**src/rtl/hazard_ctrl_unit.sv**
```systemverilog
// hazard_ctrl_unit
//   Pipeline hazard controller. It drives per-stage stall/flush strobes for the
//   PC, IF, sub-IF, ID, EX, MEM and sub-MEM registers. It handles load-use
//   hazards, taken-branch redirects and instruction/data memory wait states.
//   The strobes are combinational from the current state and inputs. The FSM
//   state, the wait/redirect counters, the saturating stall counter and the
//   sticky data-memory timeout flag are registered.
// Ports
//   clk, rst                 : clock, synchronous active-high reset
//   id_rs1/rs2, id_uses_*    : ID-stage source operands and their use flags
//   ex_rd, ex_is_load        : EX-stage destination and load flag
//   ex_branch_taken          : EX resolved a taken branch/jump
//   imem_ready               : instruction fetch data valid this cycle
//   dmem_req, dmem_ready     : MEM-stage data access and its completion
//   stall_*, flush_*         : per-stage hold / bubble strobes
//   state_o                  : 0 RUN, 1 DMEM_WAIT, 2 IMEM_WAIT, 3 REDIRECT
//   stall_cnt                : saturating count of cycles with stall_pc=1
//   dmem_timeout             : sticky data-memory timeout error
module hazard_ctrl_unit #(
   parameter int REDIRECT_LEN = 1,
   parameter int DMEM_TIMEOUT = 255,
   parameter int CNT_W        = 16
) (
   input  logic             clk,
   input  logic             rst,
   input  logic [4:0]       id_rs1,
   input  logic [4:0]       id_rs2,
   input  logic             id_uses_rs1,
   input  logic             id_uses_rs2,
   input  logic [4:0]       ex_rd,
   input  logic             ex_is_load,
   input  logic             ex_branch_taken,
   input  logic             imem_ready,
   input  logic             dmem_req,
   input  logic             dmem_ready,
   output logic             stall_pc,
   output logic             stall_if,
   output logic             stall_sub_if,
   output logic             stall_id,
   output logic             stall_ex,
   output logic             stall_mem,
   output logic             flush_if,
   output logic             flush_id,
   output logic             flush_ex,
   output logic             flush_mem,
   output logic             flush_sub_mem,
   output logic [1:0]       state_o,
   output logic [CNT_W-1:0] stall_cnt,
   output logic             dmem_timeout
);

   localparam logic [1:0] S_RUN   = 2'd0;
   localparam logic [1:0] S_DMEM  = 2'd1;
   localparam logic [1:0] S_IMEM  = 2'd2;
   localparam logic [1:0] S_REDIR = 2'd3;

   logic [1:0]       state_q, state_d;
   logic [3:0]       redir_cnt_q, redir_cnt_d;
   logic [15:0]      wait_cnt_q, wait_cnt_d;
   logic             timeout_q, timeout_d;
   logic [CNT_W-1:0] stall_cnt_q, stall_cnt_d;

   logic load_use;
   logic dstall;
   logic timeout_hit;
   logic full_stall;

   assign load_use = ex_is_load & (ex_rd != 5'd0) &
                     ((id_uses_rs1 & (id_rs1 == ex_rd)) |
                      (id_uses_rs2 & (id_rs2 == ex_rd)));
   assign dstall   = dmem_req & ~dmem_ready;

   // The wait counter already holds the number of stalled cycles served, so
   // reaching the limit with the access still pending aborts this cycle.
   assign timeout_hit = (state_q == S_DMEM) & dstall &
                        (wait_cnt_q >= 16'(DMEM_TIMEOUT));
   assign full_stall  = dstall & ~timeout_hit;

   // State register
   always_ff @(posedge clk) begin
      if (rst) begin
         state_q     <= S_RUN;
         redir_cnt_q <= 4'd0;
         wait_cnt_q  <= 16'd0;
         timeout_q   <= 1'b0;
         stall_cnt_q <= '0;
      end else begin
         state_q     <= state_d;
         redir_cnt_q <= redir_cnt_d;
         wait_cnt_q  <= wait_cnt_d;
         timeout_q   <= timeout_d;
         stall_cnt_q <= stall_cnt_d;
      end
   end

   // Next-state and counter logic
   always_comb begin
      state_d     = state_q;
      redir_cnt_d = redir_cnt_q;
      wait_cnt_d  = wait_cnt_q;
      timeout_d   = timeout_q;
      if (full_stall) begin
         state_d     = S_DMEM;
         redir_cnt_d = 4'd0;
         wait_cnt_d  = (state_q == S_DMEM) ? wait_cnt_q + 16'd1 : 16'd1;
      end else begin
         case (state_q)
            S_DMEM: begin
               // Either the access completed or it timed out; a branch seen
               // here is picked up again once back in RUN.
               state_d    = S_RUN;
               wait_cnt_d = 16'd0;
               if (timeout_hit) timeout_d = 1'b1;
            end
            S_RUN, S_IMEM: begin
               if (ex_branch_taken) begin
                  state_d     = S_REDIR;
                  redir_cnt_d = 4'(REDIRECT_LEN);
               end else if ((state_q == S_RUN) && load_use) begin
                  state_d = S_RUN;
               end else if (!imem_ready) begin
                  state_d = S_IMEM;
               end else begin
                  state_d = S_RUN;
               end
            end
            default: begin // S_REDIR
               if (ex_branch_taken) begin
                  redir_cnt_d = 4'(REDIRECT_LEN);
               end else begin
                  redir_cnt_d = (redir_cnt_q == 4'd0) ? 4'd0 : redir_cnt_q - 4'd1;
                  if (redir_cnt_q <= 4'd1) state_d = S_RUN;
               end
            end
         endcase
      end

      stall_cnt_d = stall_cnt_q;
      if (stall_pc && (stall_cnt_q != {CNT_W{1'b1}}))
         stall_cnt_d = stall_cnt_q + {{(CNT_W-1){1'b0}}, 1'b1};
   end

   // Output logic
   always_comb begin
      stall_pc      = 1'b0;
      stall_if      = 1'b0;
      stall_sub_if  = 1'b0;
      stall_id      = 1'b0;
      stall_ex      = 1'b0;
      stall_mem     = 1'b0;
      flush_if      = 1'b0;
      flush_id      = 1'b0;
      flush_ex      = 1'b0;
      flush_mem     = 1'b0;
      flush_sub_mem = 1'b0;
      if (rst) begin
         // Bubble every stage while reset is held.
         flush_if      = 1'b1;
         flush_id      = 1'b1;
         flush_ex      = 1'b1;
         flush_mem     = 1'b1;
         flush_sub_mem = 1'b1;
      end else if (full_stall) begin
         stall_pc      = 1'b1;
         stall_if      = 1'b1;
         stall_sub_if  = 1'b1;
         stall_id      = 1'b1;
         stall_ex      = 1'b1;
         stall_mem     = 1'b1;
         flush_sub_mem = 1'b1;
      end else begin
         case (state_q)
            S_DMEM: begin
               if (timeout_hit) flush_mem = 1'b1;
            end
            S_RUN, S_IMEM: begin
               if (ex_branch_taken) begin
                  flush_if = 1'b1;
                  flush_id = 1'b1;
               end else if ((state_q == S_RUN) && load_use) begin
                  stall_pc     = 1'b1;
                  stall_if     = 1'b1;
                  stall_sub_if = 1'b1;
                  stall_id     = 1'b1;
                  flush_ex     = 1'b1;
               end else if (!imem_ready) begin
                  stall_pc     = 1'b1;
                  stall_sub_if = 1'b1;
                  flush_if     = 1'b1;
               end
            end
            default: begin // S_REDIR
               flush_if = 1'b1;
               if (ex_branch_taken) flush_id = 1'b1;
            end
         endcase
      end
   end

   assign state_o      = state_q;
   assign stall_cnt    = stall_cnt_q;
   assign dmem_timeout = timeout_q;

endmodule

```
**config.mk**
```make
export PLATFORM = sky130hd
export DESIGN_NAME = hazard_ctrl_unit
export DESIGN_NICKNAME = d
export VERILOG_FILES = /design/src/rtl/hazard_ctrl_unit.sv
export SDC_FILE = /design/constraint.sdc
export NUM_CORES = 1
export LEC_CHECK = 0
export CAP_MARGIN = 20
export CORE_ASPECT_RATIO = 1.2
export CORE_UTILIZATION = 35
export CTS_CLUSTER_SIZE = 16
export DETAILED_ROUTE_END_ITERATION = 16
export GPL_TIMING_DRIVEN = 0
export SYNTH_ARGS = -nofsm -noshare
export SYNTH_HDL_FRONTEND = slang
export SYNTH_SLANG_ARGS = --single-unit
```
**constraint.sdc**
```tcl
create_clock -name clk -period 3 [get_ports clk]
set_clock_uncertainty 0.2 [all_clocks]
set_input_delay 0.6 -clock clk [delete_from_list [all_inputs] [get_ports clk]]
set_output_delay 0.6 -clock clk [all_outputs]
set_load 0.03 [all_outputs]
```
==> results of run 1 <==
## per-stage QoR
| step | TNS (ns) | area [um^2] | hold slack, ns | total power (uW) |
|---|---|---|---|---|
| floorplan | 0 | 2128 | 0.2205 | 649.4 |
| global placement | -7.988 | 2749 | 0.2368 | 732.2 |
| detailed placement | -7.883 | 2749 | 0.2389 | 731.5 |
| CTS | -0.05218 | 2873 | 0.2613 | 1174 |
| global route | -0.1961 | 2909 | 0.2740 | 1217 |
| finish | 0 | 2909 | 0.2538 | 1165 |
## power breakdown
group	switching, uW	internal [uW]	total (uW)
sequential	8.51	524	533
clock	195	248	443
combinational	107	82.2	190
total	311	854	1160
## layer usage
layer,wire (um),up-vias,track usage (%)
li1,-,1063,-
met1,2503,1013,24.58
met2,2768,39,32.49
met3,161,4,3.356
met4,39,0,4.278
met5,0,-,0
## registers in the layout (all words and copies together), names as in the netlist
name / count
dmem_timeout: 1
redir_cnt_q: 4
stall_cnt: 16
state_o: 2
wait_cnt_q: 16
## worst max-delay path: stages
cell,delay [ns]
buf_4,0.13
or4_4,0.51
o21ai_2,0.14
inv_2,0.05
a221oi_2,0.28
buf_4,0.19
nor2_4,0.04
buf_6,0.12
buf_6,0.12
## repair_timing
item,4_1_cts,5_1_grt
setup endpoints to repair,11,11
endpoints found under the hold margin,0,0
gates resized for setup,72,18
pin swaps,5,8
setup buffers,3,1
hold buffers,0,0
## worst max-delay path by stage
stage / slack [ns] / depth (start not counted) / from / end
global placement: -1.14 / 10 / ex_rd[1] / stall_sub_if
detailed placement: -1.14 / 10 / ex_rd[1] / stall_sub_if
floorplan: 0.02 / 8 / ex_rd[1] / stall_sub_if
CTS: -0.05 / 9 / ex_rd[2] / stall_sub_if
finish: 0.02 / 9 / ex_rd[2] / stall_sub_if
global route: -0.06 / 9 / ex_rd[1] / stall_sub_if
## logic make-up (layout without fill, tap and decap cells)
| kind of cell | count (synthesis) | count (layout) | share of synthesized area [%] |
|---|---|---|---|
| buffers and inverters | 26 | 89 | 6.132 |
| muxes | 5 | 5 | 2.594 |
| xor gates and xnor gates | 10 | 10 | 4.127 |
| AOI/OAI and AO/OA | 64 | 64 | 19.57 |
| and+or+nand+nor | 108 | 108 | 29.60 |
| adders and majority gates | 2 | 2 | 1.179 |
| DFF | 39 | 39 | 36.79 |
## cells in the final DEF, fill, tap and decap left out, types with 10 or more instances in the layout
| cell type | count |
|---|---|
| xnor2_1 | 10 |
| dfxtp_1 | 38 |
| o21ai_0 | 11 |
| clkdlybuf4s50_1 | 28 |
| and3_1 | 13 |
| nor2_1 | 16 |
| nand2_1 | 13 |
| or4_1 | 10 |
| nand3_1 | 11 |
| a21oi_1 | 24 |
## final cells by class
class / instances / area, um^2
repair buffers: 56 / 544.3
clock buffers: 5 / 68.82
multi-input cells: 189 / 1237
clock inverters: 3 / 43.79
plain buffers: 15 / 95.09
fillers: 570 / 2834
well taps: 80 / 100.1
flip-flops and latches: 39 / 782.0
inverters: 10 / 37.54
==> flow_summary.yaml, run 1 <==
timing:
  setup_violations: 0
  timing.fmax_ghz: 0.3358
  finalCriticalPeriod_ns: 2.978
  setup_slack_ns: 0.02244
  grt_setup_unrepaired: "true"
  hold_violations: 0
  tightestPinTransition_ns: 0.5671
  layout_worst_path_cycle_share_pct: 99.25
  relSlewSlack_pct: 62.20
  maxSlewViolCount: 0
critical_path:
  cp_data_arrival_time_ns: 2.18
  worst_ep_required_time_ns: 2.20
  reg2reg_depth: 9
  r2r-start: "wait_cnt_q[9]"
  r2r-end: "stall_cnt[8]"
  worstSetupStartpointType: "primary input"
  critical_path_class: "primary input to output port"
  end_kind: "output port"
  critPathMaxFanout: 3
  r2r_slack_ns: 0.28
pwr:
  p_leak_uw: 0.001194
  power_density_nw_per_um2: 400.4
  vdd_drop_max_mv: 0.3058
synthesis:
  yosysSeqAreaShare_pct: 36.79
  syn_avg_cell_area_um2: 8.354
  yosys.area.top_type: "dfxtp_1"
  yosysWarningCount: 0
  synthTopCellsByArea: "dfxtp_1, a21oi_1, and3_1"
  synth.most_common_cell: "dfxtp_1"
  synthesis.nets: 280
  syn_area_um2: 2122
  synth_edf_count: 0
  async_reset_ff_share_pct: 0
  synth_top_area_share_pct: 36.79
  netlist_instances: 254
  ys.flop_type: "dfxtp_1"
  ys_top_cells_by_count: "dfxtp_1, a21oi_1, nor2_1"
  synth_cell_type_count: 45
  ys_ff_latch: 39
detailed_routing:
  ant_nets: 0
  drt-initial-drc-count: 103
  drc: 0
  drt_first_pass_iters: 4
  wl_per_cell_um: 13.79
  routed_wl_um: 5473
  vias: 2119
  viasPerCell: 5.338
placement:
  dp_cells: 386
  place_ws_ns: -1.143
  gp_congestion: 0.8518
  port_buffers: 52
  dp_hpwl_um: 3998
floorplan:
  core_um2: 5743
  rows: 30
  dieArea_um2: 6380
  die_w_um: 73.08
  io_pins: 54
  die_h_um: 87.30
  start_util_pct: 36.95
layout:
  finalNetCount: 342
  utilization_pct: 50.65
  drive_gt1_share_pct: 16.09
  layout.cells.non_filler: 397
  diodes: 0
  area_delta_synth_final_pct: 37.09
clock_network:
  cts_buffers: 5
  ctsHtreeMaxLevel: 2
  clockRootBuffer: "clkbuf_8"
  path_clk_slew_ns: 0.08
  cts_buffer_depth: 2
  clock-sinks: 39
  cts_tree: "done"
  clock_latency_ns: 0.29
min_path:
  worstHoldPathType: "flop to flop"
  min_delay_path_depth: 2
  min_from: "dmem_timeout"
  hold_end: "dmem_timeout"
global_route:
  grt_overflow: 0
  first_global_vias: 2032
  grt_usage_pct: 18.98
  antenna_found_initial: 0
  grt_pass1_wl_um: 9611
  grt_max_degree: 14
flow_run:
  cap_violations: 0
status:
  status: "finished, final reports clean"
No activity file was read; power rests on OpenSTA's default activity.
==> run 2, diff against run 1 <==
--- a/config.mk
+++ b/config.mk
@@ -8,6 +8,7 @@
 export CAP_MARGIN = 20
 export CORE_ASPECT_RATIO = 1.2
 export CORE_UTILIZATION = 35
+export CTS_BUF_LIST = sky130_fd_sc_hd__clkbuf_8
 export CTS_CLUSTER_SIZE = 16
 export DETAILED_ROUTE_END_ITERATION = 16
 export GPL_TIMING_DRIVEN = 0
==> results of run 2 <==
No change in the layout: final DEF, timing and power equal those of run 1.
==> run 3, diff against run 2 <==
--- a/config.mk
+++ b/config.mk
@@ -12,6 +12,7 @@
 export CTS_CLUSTER_SIZE = 16
 export DETAILED_ROUTE_END_ITERATION = 16
 export GPL_TIMING_DRIVEN = 0
+export SLEW_MARGIN = 20
 export SYNTH_ARGS = -nofsm -noshare
 export SYNTH_HDL_FRONTEND = slang
 export SYNTH_SLANG_ARGS = --single-unit
==> results of run 3 <==
No change in the layout: final DEF, timing and power equal those of run 1.
